--- config.mk ---
export PLATFORM = sky130hd
export DESIGN_NAME = btn_conditioner
export DESIGN_NICKNAME = d
export VERILOG_FILES = /design/src/rtl/btn_cond_pkg.sv /design/src/rtl/btn_debounce.sv /design/src/rtl/btn_conditioner.sv
export SDC_FILE = /design/constraint.sdc
export NUM_CORES = 1
export LEC_CHECK = 0
export ABC_AREA = 1
export BUFFER_PORTS_ARGS = -buffer_cell sky130_fd_sc_hd__buf_2
export CORE_MARGIN = 2
export CORE_UTILIZATION = 35
export CTS_CLUSTER_DIAMETER = 150
export DETAILED_ROUTE_END_ITERATION = 8
export SYNTH_ARGS = -nofsm -noshare
export SYNTH_HDL_FRONTEND = slang
export SYNTH_HIERARCHICAL = 1
export SYNTH_SLANG_ARGS = --single-unit
export TNS_END_PERCENT = 50
--- constraint.sdc ---
create_clock -name clk -period 1.88 [get_ports clk]
set_input_delay 0.094 -clock clk [delete_from_list [all_inputs] [get_ports clk]]
set_output_delay 0.094 -clock clk [all_outputs]
set_load 0.05 [all_outputs]
--- src/rtl/btn_cond_pkg.sv ---
// rtl/btn_cond_pkg.sv - shared constants, index type and popcount for btn_conditioner
//
// Purpose: default channel count and debounce length, the press-index width
// and type, and a popcount helper. The encoder and the lock-clear logic both
// use the popcount.
// Ports: none (package).
package btn_cond_pkg;

  localparam int N_BTN_DEF           = 4;
  localparam int DEBOUNCE_CYCLES_DEF = 500000;

  // Width of an encoded button index at the default channel count.
  localparam int BTN_IDX_W = $clog2(N_BTN_DEF);
  typedef logic [BTN_IDX_W-1:0] btn_idx_t;

  // The popcount takes a fixed 8-bit input, which covers the maximum channel
  // count. Callers zero-extend their vectors to this width.
  localparam int POP_IN_W  = 8;
  localparam int POP_OUT_W = 4;

  function automatic logic [POP_OUT_W-1:0] popcount(input logic [POP_IN_W-1:0] v);
    logic [POP_OUT_W-1:0] n;
    n = '0;
    for (int i = 0; i < POP_IN_W; i++) begin
      n = n + POP_OUT_W'(v[i]);
    end
    return n;
  endfunction

endpackage

--- src/rtl/btn_debounce.sv ---
// rtl/btn_debounce.sv - one push-button channel: synchroniser, stability counter, level, rise
//
// Purpose: brings one raw button into the clk domain through two flops. The
// debounced level changes only after the synchronised input has differed from
// it for DEBOUNCE_CYCLES consecutive cycles.
// Ports:
//   clk   in  system clock
//   rst   in  synchronous active-high reset
//   raw   in  asynchronous raw button level (1 = pressed)
//   level out debounced level (registered)
//   rise  out high in the cycle before level goes 0->1, so a register fed
//             from it updates on the same edge as level
module btn_debounce
  import btn_cond_pkg::*;
#(
  parameter int DEBOUNCE_CYCLES = DEBOUNCE_CYCLES_DEF
) (
  input  logic clk,
  input  logic rst,
  input  logic raw,
  output logic level,
  output logic rise
);

  localparam int CNT_W = $clog2(DEBOUNCE_CYCLES + 1);
  localparam logic [CNT_W-1:0] CNT_LAST = CNT_W'(DEBOUNCE_CYCLES - 1);

  logic             sync1_q, sync1_d;
  logic             sync2_q, sync2_d;
  logic             level_q, level_d;
  logic [CNT_W-1:0] cnt_q,   cnt_d;

  always_comb begin
    sync1_d = raw;
    sync2_d = sync1_q;
    level_d = level_q;
    cnt_d   = cnt_q;
    if (sync2_q == level_q) begin
      // Agreement with the accepted level ends any mismatch run.
      cnt_d = '0;
    end else if (cnt_q == CNT_LAST) begin
      level_d = ~level_q;
      cnt_d   = '0;
    end else begin
      cnt_d = cnt_q + CNT_W'(1);
    end
  end

  always_ff @(posedge clk) begin
    if (rst) begin
      sync1_q <= 1'b0;
      sync2_q <= 1'b0;
      level_q <= 1'b0;
      cnt_q   <= '0;
    end else begin
      sync1_q <= sync1_d;
      sync2_q <= sync2_d;
      level_q <= level_d;
      cnt_q   <= cnt_d;
    end
  end

  assign level = level_q;
  // Driven by flops only, so there is no combinational path from raw.
  assign rise  = level_d & ~level_q;

endmodule

--- src/rtl/btn_conditioner.sv ---
// rtl/btn_conditioner.sv - four-channel push-button front end with press pulses and encoder
//
// Purpose: debounces N_BTN buttons. It registers a one-cycle press pulse per
// accepted 0->1 transition. It encodes whether exactly one button (and which
// one) or several buttons were pressed in a cycle.
// Optional feature macro: BTN_COND_LOCKOUT_EN. When defined, after the first
// press, further presses are suppressed until every button is released.
// Ports:
//   clk         in  system clock
//   rst         in  synchronous active-high reset
//   btn_raw     in  [N_BTN] raw button levels (1 = pressed)
//   btn_level   out [N_BTN] debounced levels
//   btn_press   out [N_BTN] one-cycle pulse per debounced press
//   press_valid out exactly one btn_press bit set
//   press_code  out index of that bit, 0 when press_valid is 0
//   press_multi out two or more btn_press bits set
module btn_conditioner
  import btn_cond_pkg::*;
#(
  parameter int N_BTN           = N_BTN_DEF,
  parameter int DEBOUNCE_CYCLES = DEBOUNCE_CYCLES_DEF
) (
  input  logic                     clk,
  input  logic                     rst,
  input  logic [N_BTN-1:0]         btn_raw,
  output logic [N_BTN-1:0]         btn_level,
  output logic [N_BTN-1:0]         btn_press,
  output logic                     press_valid,
  output logic [$clog2(N_BTN)-1:0] press_code,
  output logic                     press_multi
);

  localparam int IDX_W = $clog2(N_BTN);

  logic [N_BTN-1:0] level;
  logic [N_BTN-1:0] rise;
  logic [N_BTN-1:0] press_q, press_d;

  for (genvar g = 0; g < N_BTN; g++) begin : g_chan
    btn_debounce #(
      .DEBOUNCE_CYCLES(DEBOUNCE_CYCLES)
    ) u_debounce (
      .clk  (clk),
      .rst  (rst),
      .raw  (btn_raw[g]),
      .level(level[g]),
      .rise (rise[g])
    );
  end

`ifdef BTN_COND_LOCKOUT_EN
  logic lock_q, lock_d;

  always_comb begin
    lock_d = lock_q;
    if (lock_q) begin
      if (popcount(POP_IN_W'(level)) == '0) begin
        lock_d = 1'b0;
      end
    end else if (|press_q) begin
      lock_d = 1'b1;
    end
    // Levels keep tracking while locked; only the pulses are withheld.
    press_d = rise & {N_BTN{~lock_q}};
  end

  always_ff @(posedge clk) begin
    if (rst) begin
      lock_q <= 1'b0;
    end else begin
      lock_q <= lock_d;
    end
  end
`else
  always_comb begin
    press_d = rise;
  end
`endif

  always_ff @(posedge clk) begin
    if (rst) begin
      press_q <= '0;
    end else begin
      press_q <= press_d;
    end
  end

  logic [POP_OUT_W-1:0] press_cnt;
  logic [IDX_W-1:0]     low_idx;

  always_comb begin
    press_cnt = popcount(POP_IN_W'(press_q));
    // Scan downwards so that the lowest set index is the last one written.
    low_idx = '0;
    for (int i = N_BTN - 1; i >= 0; i--) begin
      if (press_q[i]) begin
        low_idx = IDX_W'(i);
      end
    end
    press_valid = (press_cnt == POP_OUT_W'(1));
    press_multi = (press_cnt >= POP_OUT_W'(2));
    press_code  = press_valid ? low_idx : '0;
  end

  assign btn_level = level;
  assign btn_press = press_q;

endmodule

# Word level (Yosys, flattened, before mapping)

Cells that the tools add are included.

Flip-flop bits (word level): 92
Bits in latches: 0
Memory bits (writable): 0
ROM bits: 0
Input bits: 6
Output and inout port bits: 12
Word-level logic and storage cells: 59
Memories: 0

Add/subtract/negate cells: 7
$mul: 0
Div/mod/pow operators: 0
Magnitude comparators: 1
Equality and inequality tests: 9
Shifts and indexed selects: 0
Multiplexer cells: 13
Bitwise operators: 8
Reduce and logical (&&, ||, !) cells: 4

Operators by type and width:

| kind                  | number |
|---|---|
| $add 19x1->19 const B | 4 |
| $eq 19x19->1 const B  | 4 |
| $reduce_or 3->1       | 4 |
| $mux 2                | 5 |
| $mux 1                | 8 |
| $add 3x1->4           | 1 |
| $and 1x1->1           | 4 |
| $eq 1x1->1            | 4 |
| $eq 4x1->1 const B    | 1 |
| $ge 4x2->1 const B    | 1 |
| $not 1->1             | 4 |
| $add 2x1->3           | 1 |
| $add 1x1->2           | 1 |

# Logic depth before layout (Yosys ltp)

Depth after elaboration: 5
Mapped depth: 9
Mapped depth without buffers: 9

# By module

The synthesis kept the hierarchy.

By module, submodules not included:

| module          | instances | cells an instance | area each (um2) | sequential area each (um2) |
|---|---|---|---|---|
| btn_debounce    | 4         | 152               | 1158.6          | 440.4 |
| btn_conditioner | 1         | 33                | 237.7           | 80.1 |

# Least setup slack after synthesis

OpenSTA, ideal clock, no wires.

Kind: flip-flop to output port
Start point: register press_q[0] (netlist: btn_press[0])
End point: output port press_multi
Arrival: 2913 ps
Data required time: 1786 ps
Setup slack: -1127 ps
Cell stages (with the launch flop): 9
Path buffers: 0
Cell sequence: dfxtp_1 -> inv_1 -> fa_1 -> inv_1 -> ha_1 -> inv_1 -> ha_1 -> nand2_1 -> o21ai_0

Cells in the longest elaborated chain, start to end: 4

RTL lines:

| element                | RTL line               | source |
|---|---|---|
| start, declared        | btn_conditioner.sv:37  | `logic [N_BTN-1:0] press_q, press_d;` |
| start signal, assigned | btn_conditioner.sv:84  | `press_q <= press_d;` |
| $add 1x1->2            | btn_cond_pkg.sv:25     | `n = n + POP_OUT_W'(v[i]);` |
| $add 2x1->3            | btn_cond_pkg.sv:25     |  |
| $add 3x1->4            | btn_cond_pkg.sv:25     |  |
| $ge 4x2->1             | btn_conditioner.sv:101 | `press_multi = (press_cnt >= POP_OUT_W'(2));` |
| end, declared          | btn_conditioner.sv:30  | `output logic press_multi` |

No other way between the ends.

# Final worst setup path

Start point: register press_q[3] (netlist: btn_press[3])
End point: output port press_multi

Cells in the longest elaborated chain, start to end: 2

RTL lines:

| element     | RTL line |
|---|---|
| $add 3x1->4 | btn_cond_pkg.sv:25 |
| $ge 4x2->1  | btn_conditioner.sv:101 |

No other way between the ends.

==> run_results.csv <==
group,metric,value,unit
route,wl_per_cell,10.5,µm
placement,pre_cts_ws,-227,ps
route,drc,0,
placement,dp_hpwl,6.67,mm
pwr,p_sw_share,21.8,%
finish,mostFrequentLayoutCells,"108 x nor2_1, 104 x nand2_1, 89 x dfxtp_1",
timing,max_slew_margin,73.5,%
setup_path,worstPathArrival,2230,ps
route,via_per_inst,4.45,
pwr,power_frac_clock,47.4,%
pwr,irDropWorstVdd,0.426,mV
global_routing,grt_usage,13.7,%
synth,ys_ff_latch,92,
pwr,power.density,687,mW/mm²
setup_path,path_max_fanout,2,
floorplan,design.die.area,0.0149,mm²
floorplan,initial_core_util,35.5,%
floorplan,fp.dieH,122,µm
timing,skew,6.51,ps
global_routing,antenna_found_initial,0,
route,detail-route-antenna-nets,0,
synth,avgSynthCellArea,7.60,µm²
pwr,p_leak,1.75,nW
clock_network,h-tree-depth,3,
synth,synthTopCellsByArea,"dfxtp_1 38%, nor2_1 8.6%, nand2_1 8.1%",
outcome,status,"finished with violations",
floorplan,row_count,43,
finish,layout.nets,690,
synth,ys_types,23,
clock_network,clock_latency,350,ps
route,first_pass_iters,6,
synth,netlist.area_leader.share,37.8,%
global_routing,grt_pass1_vias,3776,
clock_network,path_clk_slew,70,ps
finish,insertedDiodeCount,0,
timing,finalCriticalPeriod,2320,ps
timing,worst_slack,-442,ps
setup_path,start_kind,"flop",
floorplan,ios,18,
timing,slew_violations,0,
clock_network,cts-root-buf,"clkbuf_16",
flow_run,maxCapViolCount,0,
pwr,combPwrFrac,1.7,%
pwr,p_int,3.02,mW
timing,hold_viol_final,0,
global_routing,grt_overflow_total,0,
setup_path,required,1790,ps
synth,synth_warnings,6,
outcome,violations,"negative setup slack",
timing,finalCritPeriodShare,124,%
clock_network,clock_sinks,92,
synth,synthArstFlopShare,0,%
timing,setup_viol,4,
global_routing,met2_usage,23.3,%
synth,netlist_area,0.00487,mm²
global_routing,grt_pass1_wl,16.6,mm
route,drtIter0Drc,231,
timing,fmax,431,MHz
synth,synth_edf_count,0,
floorplan,die_w,122,µm
min_path,hold_depth,2,
route,wirelength,9.01,mm
clock_network,cts_tree,"built",
global_routing,use_met3,3.75,%
floorplan,fp.coreArea,0.0137,mm²
global_routing,grt_max_degree,17,
min_path,min_path_type,"in2reg",
synth,synth_top_area_cell,"dfxtp_1",
route,vias,3831,
synth,synth_nets,655,
placement,gp_congestion,0.849,
timing,rsz0062_at_grt,"true",
finish,drive_above_1_share,22.3,%
setup_path,reg2regPathDepth,7,
finish,final_common_cell,"nor2_1",
placement,io_buffers,17,
pwr,p_seq_share,50.8,%
clock_network,numCtsBuffers,9,
synth,syn_inst,641,
global_routing,grt.busiest_layer,"met2",
finish,syn2layout_area_growth,15.3,%
clock_network,cts_max_path_buffers,2,
pwr,power.switching,0.840,mW
timing,hold_ws,147,ps
setup_path,crit_path_end_kind,"output pin",
setup_path,path_class,"reg2out",
synth,ys.flop_type,"dfxtp_1",
global_routing,grt_util_met1,17.1,%
timing,worst_pin_slew,398,ps
synth,yosysSeqAreaShare,37.8,%
==> critical path: stages (launching register included) <==
cell,delay (ps)
dfxtp_4,350
inv_2,30
fa_1,460
inv_1,70
ha_2,180
inv_2,50
ha_4,280
buf_6,110
nand2_4,50
o21ai_2,130
buf_6,170
==> power groups by stage <==
stage	Sequential, mW	Combinational [mW]	Clock [mW]
6_report	1.96	0.0667	1.83
5_1_grt	1.96	0.0755	1.97
4_1_cts	1.96	0.0688	1.90
3_5_place_dp	2.01	0.0622	0
3_3_place_gp	2.00	0.0610	0
2_1_floorplan	2.00	0.0478	0
==> Yosys cell counts (2+ instances only) <==
| cell type | number |
|---|---|
| or2_1 | 4 |
| nor2_1 | 111 |
| nor2_2 | 52 |
| xor2_1 | 20 |
| nand2_2 | 8 |
| and2_1 | 8 |
| nand4_1 | 12 |
| ha_1 | 7 |
| inv_1 | 76 |
| a21oi_1 | 25 |
| buf_12 | 4 |
| o21ai_0 | 2 |
| nor3_1 | 5 |
| a21oi_4 | 4 |
| nor3_2 | 4 |
| nand2_4 | 8 |
| xnor2_1 | 20 |
| nor2_4 | 16 |
| dfxtp_1 | 92 |
| nand3_1 | 53 |
| nand2_1 | 105 |
| nand3_4 | 4 |
==> metal layers <==
metal  part of all wire [%]  routed length [µm]
met5                      0                   0
met1                     49                4370
met2                     48                4330
met3                    2.7                 246
met4                   0.65                  59
==> final cells by class <==
type | instances | area, µm²
well taps | 180 | 225
flip-flops and latches | 92 | 1850
multi-input cells | 469 | 2740
clock inverters | 7 | 76.3
inverters | 76 | 288
clock buffers | 9 | 225
fillers | 1417 | 8100
repair buffers | 28 | 210
==> sequential cells by signal (all words and copies together) (netlist names) <==
signal,flops
g_chan.u_debounce/cnt_q,76
btn_press,4
g_chan.u_debounce/level,4
g_chan.u_debounce/sync1_q,4
g_chan.u_debounce/sync2_q,4
==> through the flow <==
step                utilization (%)  setup TNS [ps]  area [µm²]  power (mW)  instances
finish                         40.9           -1730        5620        3.86        861
global route                   40.9           -2160        5620        4.00        861
CTS                            40.8           -1890        5600        3.93        861
detailed placement             38.0            -774        5210        2.07        840
global placement               38.0            -543        5210        2.07        840
floorplan                         -            -801        4940        2.05        641
==> kinds of logic after synthesis <==
group                    Yosys count  share of synthesized area [%]
AO/OA/AOI/OAI                     31                           4.11
XOR/XNOR                          40                           7.19
adder cells (fa/ha/maj)            8                           2.21
buffers and inverters             80                           7.50
flip-flops                        92                           37.8
AND/OR/NAND/NOR                  390                           41.2
==> what timing repair did <==
item | CTS | global route
setup endpoints to repair | 4 | 4
gates resized for setup | 13 | 2
buffers inserted | 1 | 0
hold buffers | 4 | 0
pin swaps | 5 | 1
endpoints found under the hold margin | 4 | 0
==> path summary, 6_finish.rpt <==
check	end	startpoint	slack, ps
worst max-delay path	press_multi	btn_press[3]$_SDFF_PP0_	-440
worst max register to register	g_chan[1].u_debounce/cnt_q[12]$_SDFF_PP0_	g_chan[1].u_debounce/cnt_q[0]$_SDFF_PP0_	380
worst min register to register	g_chan[1].u_debounce/sync2_q$_SDFF_PP0_	g_chan[1].u_debounce/sync1_q$_SDFF_PP0_	400
worst min-delay path	g_chan[3].u_debounce/sync2_q$_SDFF_PP0_	rst	150
Note: power is estimated with default switching activity, not from simulation.
